==> src/rtl/calc_accum_seq_pkg.sv <==
// Shared types for the calculator accumulator: opcode encoding and FSM states.
package calc_pkg;

    typedef enum logic [1:0] {
        OP_ADD  = 2'b00,
        OP_SUB  = 2'b01,
        OP_LOAD = 2'b10,
        OP_CLR  = 2'b11
    } op_t;

    typedef enum logic [0:0] {
        IDLE = 1'b0,
        RUN  = 1'b1
    } state_t;

endpackage

==> src/rtl/calc_accum_seq_if.sv <==
// Operand/opcode handshake plus status outputs of the accumulator.
// The master offers operands; the slave (accumulator) reports results.
interface calc_accum_seq_if #(
    parameter int WIDTH = 8
);
    import calc_pkg::*;

    logic             in_valid;
    logic             in_ready;
    op_t              op;
    logic [WIDTH-1:0] operand;
    logic [WIDTH-1:0] acc;
    logic             carry;
    logic             ovf;
    logic             zero;
    logic             done;
    logic             busy;

    modport master (
        output in_valid, op, operand,
        input  in_ready, acc, carry, ovf, zero, done, busy
    );

    modport slave (
        input  in_valid, op, operand,
        output in_ready, acc, carry, ovf, zero, done, busy
    );

endinterface

==> src/rtl/calc_accum_seq_cla.sv <==
// Combinational CHUNK-bit carry-lookahead adder slice.
// Every carry is expanded directly from generate/propagate terms and ci,
// so no carry depends on a lower-order carry signal.
module cla_slice #(
    parameter int CHUNK = 4
) (
    input  logic [CHUNK-1:0] a,
    input  logic [CHUNK-1:0] b,
    input  logic             ci,
    output logic [CHUNK-1:0] s,
    output logic             co
);

    logic [CHUNK-1:0] w_p;
    logic [CHUNK-1:0] w_g;
    logic [CHUNK:0]   w_c;

    assign w_p = a ^ b;
    assign w_g = a & b;

    // Lookahead carries: c[i+1] = g[i] | p[i]g[i-1] | ... | p[i..0]ci, built per bit.
    always_comb begin : carry_lookahead
        logic v_term;
        v_term = 1'b0;
        w_c    = '0;
        w_c[0] = ci;
        for (int i = 0; i < CHUNK; i++) begin
            v_term = ci;
            for (int j = 0; j <= i; j++) begin
                v_term = w_g[j] | (w_p[j] & v_term);
            end
            w_c[i+1] = v_term;
        end
    end

    assign s  = w_p ^ w_c[CHUNK-1:0];
    assign co = w_c[CHUNK];

endmodule

==> src/rtl/calc_accum_seq.sv <==
// Chunked accumulator: ADD/SUB run CHUNK bits per cycle through one CLA slice,
// holding the inter-chunk carry in a register; LOAD/CLR commit in one cycle.
module calc_accum_seq
    import calc_pkg::*;
#(
    parameter int WIDTH = 8,
    parameter int CHUNK = 4
) (
    input  logic            hz100,
    input  logic            reset,
    calc_accum_seq_if.slave bus
);

    localparam int NCHUNK = WIDTH / CHUNK;
    localparam int IDXW   = (NCHUNK > 1) ? $clog2(NCHUNK) : 1;
    localparam int MSB    = WIDTH - 1;
    localparam logic [IDXW-1:0] LAST_IDX = IDXW'(NCHUNK - 1);

    state_t           r_state;
    state_t           w_state_next;
    logic [WIDTH-1:0] r_acc;
    logic [WIDTH-1:0] r_opb;
    logic [WIDTH-1:0] r_sum;
    logic             r_cin;
    logic             r_carry;
    logic             r_ovf;
    logic             r_done;
    logic [IDXW-1:0]  r_idx;

    logic             w_accept;
    logic             w_last;
    logic [CHUNK-1:0] w_a_chunk;
    logic [CHUNK-1:0] w_b_chunk;
    logic [CHUNK-1:0] w_s_chunk;
    logic             w_co;
    logic [WIDTH-1:0] w_sum_full;
    logic             w_ovf;

    assign w_last    = (r_idx == LAST_IDX);
    assign w_a_chunk = r_acc[int'(r_idx)*CHUNK +: CHUNK];
    assign w_b_chunk = r_opb[int'(r_idx)*CHUNK +: CHUNK];

    cla_slice #(.CHUNK(CHUNK)) u_cla (
        .a  (w_a_chunk),
        .b  (w_b_chunk),
        .ci (r_cin),
        .s  (w_s_chunk),
        .co (w_co)
    );

    // Full result as it will look once the current chunk lands in the shadow register.
    always_comb begin
        w_sum_full = r_sum;
        w_sum_full[int'(r_idx)*CHUNK +: CHUNK] = w_s_chunk;
    end

    // Signed overflow uses the pre-commit accumulator and the (possibly inverted) operand.
    assign w_ovf = (r_acc[MSB] == r_opb[MSB]) & (w_sum_full[MSB] != r_acc[MSB]);

    // State register; reset aborts any chunk sequence in flight.
    always_ff @(posedge hz100 or negedge reset) begin
        if (!reset) begin
            r_state <= IDLE;
        end else begin
            r_state <= w_state_next;
        end
    end

    // Next state: ADD/SUB enter RUN, LOAD/CLR stay in IDLE, RUN leaves after the last chunk.
    always_comb begin
        w_state_next = r_state;
        w_accept     = 1'b0;
        case (r_state)
            IDLE: begin
                w_accept = bus.in_valid;
                if (bus.in_valid && ((bus.op == OP_ADD) || (bus.op == OP_SUB))) begin
                    w_state_next = RUN;
                end
            end
            RUN: begin
                if (w_last) begin
                    w_state_next = IDLE;
                end
            end
            default: begin
                w_state_next = IDLE;
            end
        endcase
    end

    // Datapath: operand capture, chunk-by-chunk sum into the shadow, and commit.
    always_ff @(posedge hz100 or negedge reset) begin
        if (!reset) begin
            r_acc   <= '0;
            r_opb   <= '0;
            r_sum   <= '0;
            r_cin   <= 1'b0;
            r_carry <= 1'b0;
            r_ovf   <= 1'b0;
            r_done  <= 1'b0;
            r_idx   <= '0;
        end else begin
            r_done <= 1'b0;
            case (r_state)
                IDLE: begin
                    if (w_accept) begin
                        case (bus.op)
                            OP_ADD: begin
                                r_opb <= bus.operand;
                                r_cin <= 1'b0;
                                r_idx <= '0;
                            end
                            OP_SUB: begin
                                r_opb <= ~bus.operand;
                                r_cin <= 1'b1;
                                r_idx <= '0;
                            end
                            OP_LOAD: begin
                                r_acc   <= bus.operand;
                                r_carry <= 1'b0;
                                r_ovf   <= 1'b0;
                                r_done  <= 1'b1;
                            end
                            OP_CLR: begin
                                r_acc   <= '0;
                                r_carry <= 1'b0;
                                r_ovf   <= 1'b0;
                                r_done  <= 1'b1;
                            end
                        endcase
                    end
                end
                RUN: begin
                    r_sum <= w_sum_full;
                    r_cin <= w_co;
                    if (w_last) begin
                        r_acc   <= w_sum_full;
                        r_carry <= w_co;
                        r_ovf   <= w_ovf;
                        r_done  <= 1'b1;
                        r_idx   <= '0;
                    end else begin
                        r_idx <= r_idx + 1'b1;
                    end
                end
                default: begin
                    r_idx <= '0;
                end
            endcase
        end
    end

    assign bus.in_ready = (r_state == IDLE);
    assign bus.busy     = (r_state != IDLE);
    assign bus.acc      = r_acc;
    assign bus.carry    = r_carry;
    assign bus.ovf      = r_ovf;
    assign bus.zero     = (r_acc == '0);
    assign bus.done     = r_done;

endmodule

==> src/flat_wrapper.sv <==
// flat-port wrapper written by rule: the top's interface ports become plain ports
module calc_accum_seq_flat import calc_pkg::*;
#(
    parameter int WIDTH = 8,
    parameter int CHUNK = 4
)
  (hz100, reset, bus_in_valid, bus_op, bus_operand, bus_in_ready, bus_acc, bus_carry, bus_ovf, bus_zero, bus_done, bus_busy);
  calc_accum_seq_if #(.WIDTH(WIDTH)) bus_i ();
  input  logic hz100;
  input  logic reset;
  input wire logic [$bits(bus_i.in_valid)-1:0] bus_in_valid;
  input wire logic [$bits(bus_i.op)-1:0] bus_op;
  input wire logic [$bits(bus_i.operand)-1:0] bus_operand;
  output wire logic [$bits(bus_i.in_ready)-1:0] bus_in_ready;
  output wire logic [$bits(bus_i.acc)-1:0] bus_acc;
  output wire logic [$bits(bus_i.carry)-1:0] bus_carry;
  output wire logic [$bits(bus_i.ovf)-1:0] bus_ovf;
  output wire logic [$bits(bus_i.zero)-1:0] bus_zero;
  output wire logic [$bits(bus_i.done)-1:0] bus_done;
  output wire logic [$bits(bus_i.busy)-1:0] bus_busy;
  assign bus_i.in_valid = bus_in_valid;
  assign bus_i.op = bus_op;
  assign bus_i.operand = bus_operand;
  assign bus_in_ready = bus_i.in_ready;
  assign bus_acc = bus_i.acc;
  assign bus_carry = bus_i.carry;
  assign bus_ovf = bus_i.ovf;
  assign bus_zero = bus_i.zero;
  assign bus_done = bus_i.done;
  assign bus_busy = bus_i.busy;
  calc_accum_seq #(.WIDTH(WIDTH), .CHUNK(CHUNK)) u_core (.hz100(hz100), .reset(reset), .bus(bus_i));
endmodule
==> config.mk <==
export PLATFORM = sky130hd
export DESIGN_NAME = calc_accum_seq_flat
export DESIGN_NICKNAME = d
export VERILOG_FILES = /design/src/rtl/calc_accum_seq_pkg.sv /design/src/rtl/calc_accum_seq_if.sv /design/src/rtl/calc_accum_seq_cla.sv /design/src/rtl/calc_accum_seq.sv /design/src/flat_wrapper.sv
export SDC_FILE = /design/constraint.sdc
export NUM_CORES = 1
export LEC_CHECK = 0
export CORE_AREA = 2 2 61 63
export CTS_BUF_LIST = sky130_fd_sc_hd__clkbuf_16
export DETAILED_ROUTE_END_ITERATION = 16
export DIE_AREA = 0 0 63 65
export DONT_BUFFER_PORTS = 1
export PLACE_DENSITY = 0.57
export SYNTH_ARGS = -nofsm -noshare
export SYNTH_HDL_FRONTEND = slang
export SYNTH_HIERARCHICAL = 1
export SYNTH_SLANG_ARGS = --single-unit
==> constraint.sdc <==
create_clock -name hz100 -period 7.1 [get_ports hz100]
set_input_delay 1.775 -clock hz100 [delete_from_list [all_inputs] [get_ports hz100]]
set_output_delay 1.775 -clock hz100 [all_outputs]
set_load 0.01 [all_outputs]
# == Word-level counts from Yosys, hierarchy flattened ==
# Index checks and enable logic that the tools add are counted.
# totals
register_bits,30
inputBits,13
output_inout_bits,14
elab_cells,79
# classes
n_addsub,2
n_eq_ne,11
n_shift,4
n_mux,27
bitwise,14
reduce_logical,12
# ops
op,n
case mux 8 bit (2 select lines),3
negator 3 -> 33 bit,1
variable shift 4 x 33 -> 8 bit (first input constant),1
indexed part select 4 x 33 -> 8 bit,1
two-way mux 8 bit,2
indexed part select 8 x 4 -> 4 bit,2
two-way mux 1 bit,14
case mux 1 bit (2 select lines),7
AND reduction 3 bit,3
bitwise mux 8 bit,1
logical NOT 8 bit,1
NOT 8 bit,1
bitwise XOR 4 bit,2
!= test 2 bit (second input constant),3
!= test 3 x 1 -> 1 bit (second input constant),2
bitwise AND 1 bit,5
bitwise AND 4 bit,1
== test 2 bit (second input constant),2
bitwise OR 1 bit,4
AND reduction 2 bit,2
OR reduction 2 bit,2
== test 2 x 1 -> 1 bit (second input constant),1
logical NOT 2 bit,1
!= test 2 x 1 -> 1 bit (second input constant),1
other kinds (7),7

# == Depth between registers and ports, before layout ==
# logic_depth
ltp_word,15
depth_mapped,13
depth_no_buf,12

# == Hierarchy ==
# Netlist, hierarchy kept.
# by_module_without_submodules
mod,instances,cells_each,area_per_inst_um2
calc_accum_seq,1,114,1372.6
cla_slice,1,14,117.6

# == Worst setup path after synthesis ==
# OpenSTA, ideal clock, no wires.
# synth_path
path_type,reg-to-reg
startpoint,register u_core.r_idx
endpoint,register u_core.r_acc[7] (netlist: u_core/bus.acc[7])
setup_time_ns,0.125
arrival_ns,2.851
setup_slack_ns,4.124
path_stages_with_launch,14
n_path_buf,1
path_cell_list,dfrtp_1 buf_2 mux2_2 inv_1 fa_1 inv_1 fa_1 fa_1 inv_1 fa_1 inv_1 mux2_2 a22o_1 mux2_4
# synth_between
elab_chain_cells,13
# synth_lines
item,line,text
from (decl),calc_accum_seq.sv:28,logic [IDXW-1:0] r_idx;
from (signal assigned),calc_accum_seq.sv:143,r_idx <= r_idx + 1'b1;
indexed part select 8 x 4 -> 4 bit *,calc_accum_seq.sv:40,assign w_a_chunk = r_acc[int'(r_idx)*CHUNK +: CHUNK];
net u_core.w_a_chunk[0],calc_accum_seq.sv:32,logic [CHUNK-1:0] w_a_chunk;
bitwise XOR 4 bit,calc_accum_seq_cla.sv:18,assign w_p = a ^ b;
bitwise AND 1 bit,calc_accum_seq_cla.sv:30,v_term = w_g[j] | (w_p[j] & v_term);
bitwise OR 1 bit *,calc_accum_seq_cla.sv:30,
bitwise AND 1 bit *,calc_accum_seq_cla.sv:30,
bitwise OR 1 bit *,calc_accum_seq_cla.sv:30,
bitwise AND 1 bit *,calc_accum_seq_cla.sv:30,
bitwise OR 1 bit *,calc_accum_seq_cla.sv:30,
bitwise XOR 4 bit *,calc_accum_seq_cla.sv:36,assign s = w_p ^ w_c[CHUNK-1:0];
net u_core.w_s_chunk[3],calc_accum_seq.sv:34,logic [CHUNK-1:0] w_s_chunk;
indexed part select 4 x 33 -> 8 bit *,calc_accum_seq.sv:54,w_sum_full[int'(r_idx)*CHUNK +: CHUNK] = w_s_chunk;
bitwise mux 8 bit *,calc_accum_seq.sv:54,
two-way mux 8 bit *,calc_accum_seq.sv:136,if (w_last) begin
case mux 8 bit (2 select lines) *,calc_accum_seq.sv:104,case (r_state)
to (signal assigned),calc_accum_seq.sv:119,r_acc <= bus.operand;
to (signal assigned),calc_accum_seq.sv:137,r_acc <= w_sum_full;
to (decl),calc_accum_seq.sv:21,logic [WIDTH-1:0] r_acc;
# Mark *: on every way through the listed nets, which the timed path passes. The rest lies on a longest branch. The select of a mux whose other input is x is not followed.
# A chain may end at the register's enable or synchronous reset.

# == Worst setup path in the final report ==
# layout_path
startpoint,register u_core.r_acc[7] (netlist: u_core/bus.acc[7])
endpoint,output bus_zero
# layout_between
elab_chain_cells,1
# layout_lines
item,line,text
logical NOT 8 bit,calc_accum_seq.sv:158,assign bus.zero = (r_acc == '0);
to (decl),flat_wrapper.sv:18,output wire logic [$bits(bus_i.zero)-1:0] bus_zero;
# No other way between the ends.

==> flow_summary.yaml <==
yosys:
  synth_area_leader_cell: "dfrtp_1"
  ys_seq_elements: 27
  muxShareOfSynthArea_pct: 19.0
  synth-simple-area-share_pct: 8.98
  synth_xor_area_share_pct: 4.70
  synth_top_area_share_pct: 45.3
  synth.avg_cell_area_um2: 11.6
  synth_nets: 145
  ys_top_cells_by_area: "dfrtp_1 (45%), mux2_2 (11%), mux2_4 (7.1%)"
  synth_top_family_by_area: "multiplexers"
  synthesis.area_mm2: 0.00149
  synth-warning-count: 6
  synth-compound-area-share_pct: 10.2
  synthCells: 128
  ys_types: 24
  seq_area_frac_synth_pct: 45.3
  synth_fa_ha_area_share_pct: 5.37
timing:
  slew_viol_final: 0
  finalCritPeriodShare_pct: 46.1
  fmax_mhz: 306
  fin_ws_ns: 3.83
  setup_tns_ns: 0
  whs_ns: 0.508
  finClkSkew_ns: 0.00883
  slew_headroom_pct: 36.6
  tightestPinTransition_ns: 0.949
  hold_violations: 0
  rsz0062_at_grt: "no"
  period_needed_ns: 3.27
  setup_viol: 0
critical_path:
  cp_top_family: "simple AND/OR/NAND/NOR gates"
  critPathArrivalTime_ns: 1.50
  reg2reg_depth: 12
  path_buf_inv: 0
  cp_max_fo: 6
  path_cells: "or4_1 > nor2_1"
  crit_path_start_kind: "flip-flop"
  max_stage_delay_ns: 0.54
  rr_endpoint: "u_core/bus.ovf"
  crit_path_end_kind: "primary output"
  worst-setup-path-type: "flip-flop to primary output"
  worstPathRequired_ns: 5.33
  rrSetupSlack_ns: 3.91
  cp_slowest_cell: "or4_1"
  timing.rr.start: "u_core/r_idx"
detailed_routing:
  post_drt_via_cell_ratio: 5.08
  route.detailed.drc: 0
  drt-total-wl_mm: 2.88
  wl_per_cell_um: 16.6
  drt_iter0_markers: 32
  antenna_left: 0
  vias: 884
  dr.pass1.iters: 4
final_layout:
  insertedDiodeCount: 0
  fin_util_pct: 45.3
  syn_to_final_growth_pct: 6.38
  drive_above_1_share_pct: 23.0
  fin_nets: 144
run:
  max-cap-violations: 0
global_route:
  grt_pass1_vias: 957
  grt_pass1_wl_mm: 4.77
  gr-total-overflow: 0
  grt_max_degree: 28
  antenna_found_initial: 0
  grt_usage_pct: 15.1
clock_tree:
  path_clk_slew_ns: 0.07
  cts_tree: "done"
  clock_latency_ns: 0.27
  numCtsBuffers: 3
  htree_levels: 1
  ctsHoldBuffers: 0
  ctsResizeCount: 0
  cts-root-buf: "clkbuf_16"
  postCtsSetupRepairBufs: 0
  cts_sinks: 27
  clockBufferDepth: 2
worst_hold_path:
  min-delay-start: "u_core/r_sum[0]"
  worstHoldPathType: "flip-flop to flip-flop"
  whs_path_depth: 1
  hold_end: "u_core/r_sum[0]"
placement:
  globalplace.congestion: 0.771
  dpl.hpwl_mm: 2.17
  dp_slack_ns: 3.92
  port_buffers: 0
power_and_ir_drop:
  power_density_mw_per_mm2: 509
  fin_total_pwr_w: 0.000808
  leakagePower_nw: 0.700
  irDropWorstVdd_mv: 0.144
floorplanning:
  die-height_um: 65
  io-pin-count: 27
  fp.dieW_um: 63
  coreArea_mm2: 0.00350
  start_util_pct: 42.6
  die_area_mm2: 0.00410
  rows: 22
outcome:
  status: "complete, no violations"
-- cell type report --
class / count / area [um2]
Clock buffer: 3 / 75.1
Clock inverter: 1 / 7.51
Sequential cell: 27 / 676
Multi-Input combinational cell: 82 / 718
Inverter: 13 / 48.8
Tap cell: 48 / 60.1
Fill cell: 333 / 1910
-- synth_stat cells, drive strengths merged --
cell / n
a21oi: 9
a22o: 8
a31o: 1
and2: 1
buf: 6
dfrtp: 27
fa: 4
inv: 13
mux2: 21
mux2i: 2
nand2: 3
nand2b: 3
nand3: 2
nor2: 12
nor2b: 1
nor3b: 1
o21ai: 2
o2bb2ai: 1
or2: 1
or4: 2
xnor2: 8
-- state kept, by name (all words and copies together), names as in the netlist --
register,flops
u_core/r_sum,5
u_core/bus.ovf,1
u_core/bus.acc,8
u_core/bus.carry,1
u_core/bus.done,1
u_core/r_cin,1
u_core/bus.busy,1
u_core/r_opb,8
u_core/r_idx,1
-- worst max-delay path by stage --
| stage | from | to | slack (ns) | depth (start not counted) |
|---|---|---|---|---|
| floorplan | u_core/r_idx | u_core/bus.acc[7] | 4.12 | 13 |
| global placement | u_core/r_idx | u_core/bus.acc[7] | 3.97 | 12 |
| detailed placement | u_core/r_idx | u_core/bus.acc[7] | 3.92 | 12 |
| CTS | u_core/bus.acc[7] | bus_zero | 3.81 | 2 |
| global route | u_core/r_idx | u_core/bus.ovf | 3.70 | 12 |
| finish | u_core/bus.acc[7] | bus_zero | 3.83 | 2 |
-- cell families after synthesis --
| group | count (synthesis) |
|---|---|
| compound gates | 21 |
| mux | 23 |
| buf+inv | 19 |
| simple gates | 26 |
| xor+xnor | 8 |
| flops | 27 |
| fa+ha+maj | 4 |
-- placed cells by master (no fill, tap or decap), drive strengths merged, types with 3 or more instances in the layout --
cell / n
a21oi: 9
a22o: 8
clkbuf: 3
dfrtp: 27
fa: 4
inv: 13
mux2: 21
nand2: 3
nand2b: 3
nor2: 12
xnor2: 8
-- metrics by stage --
stage / std cells / cell area (um2)
floorplan: 128 / 1490
global placement: 170 / 1500
detailed placement: 170 / 1500
CTS: 174 / 1590
global route: 174 / 1590
finish: 174 / 1590
-- where the power goes --
| group | leakage, nW | internal (W) | switching [W] |
|---|---|---|---|
| clock | 0.0371 | 0.0000766 | 0.0000542 |
| sequential | 0.322 | 0.000228 | 0.0000854 |
| combinational | 0.341 | 0.000196 | 0.000167 |
| total | 0.700 | 0.000501 | 0.000307 |
-- metal layers --
| layer | up-vias | track usage, % | wire length [um] |
|---|---|---|---|
| li1 | 430 | - | - |
| met1 | 426 | 20.3 | 1420 |
| met2 | 24 | 23.4 | 1280 |
| met3 | 4 | 4.51 | 155 |
| met4 | 0 | 5.00 | 31 |
| met5 | - | 0 | 0 |
No activity file was read; power rests on OpenSTA's default activity.
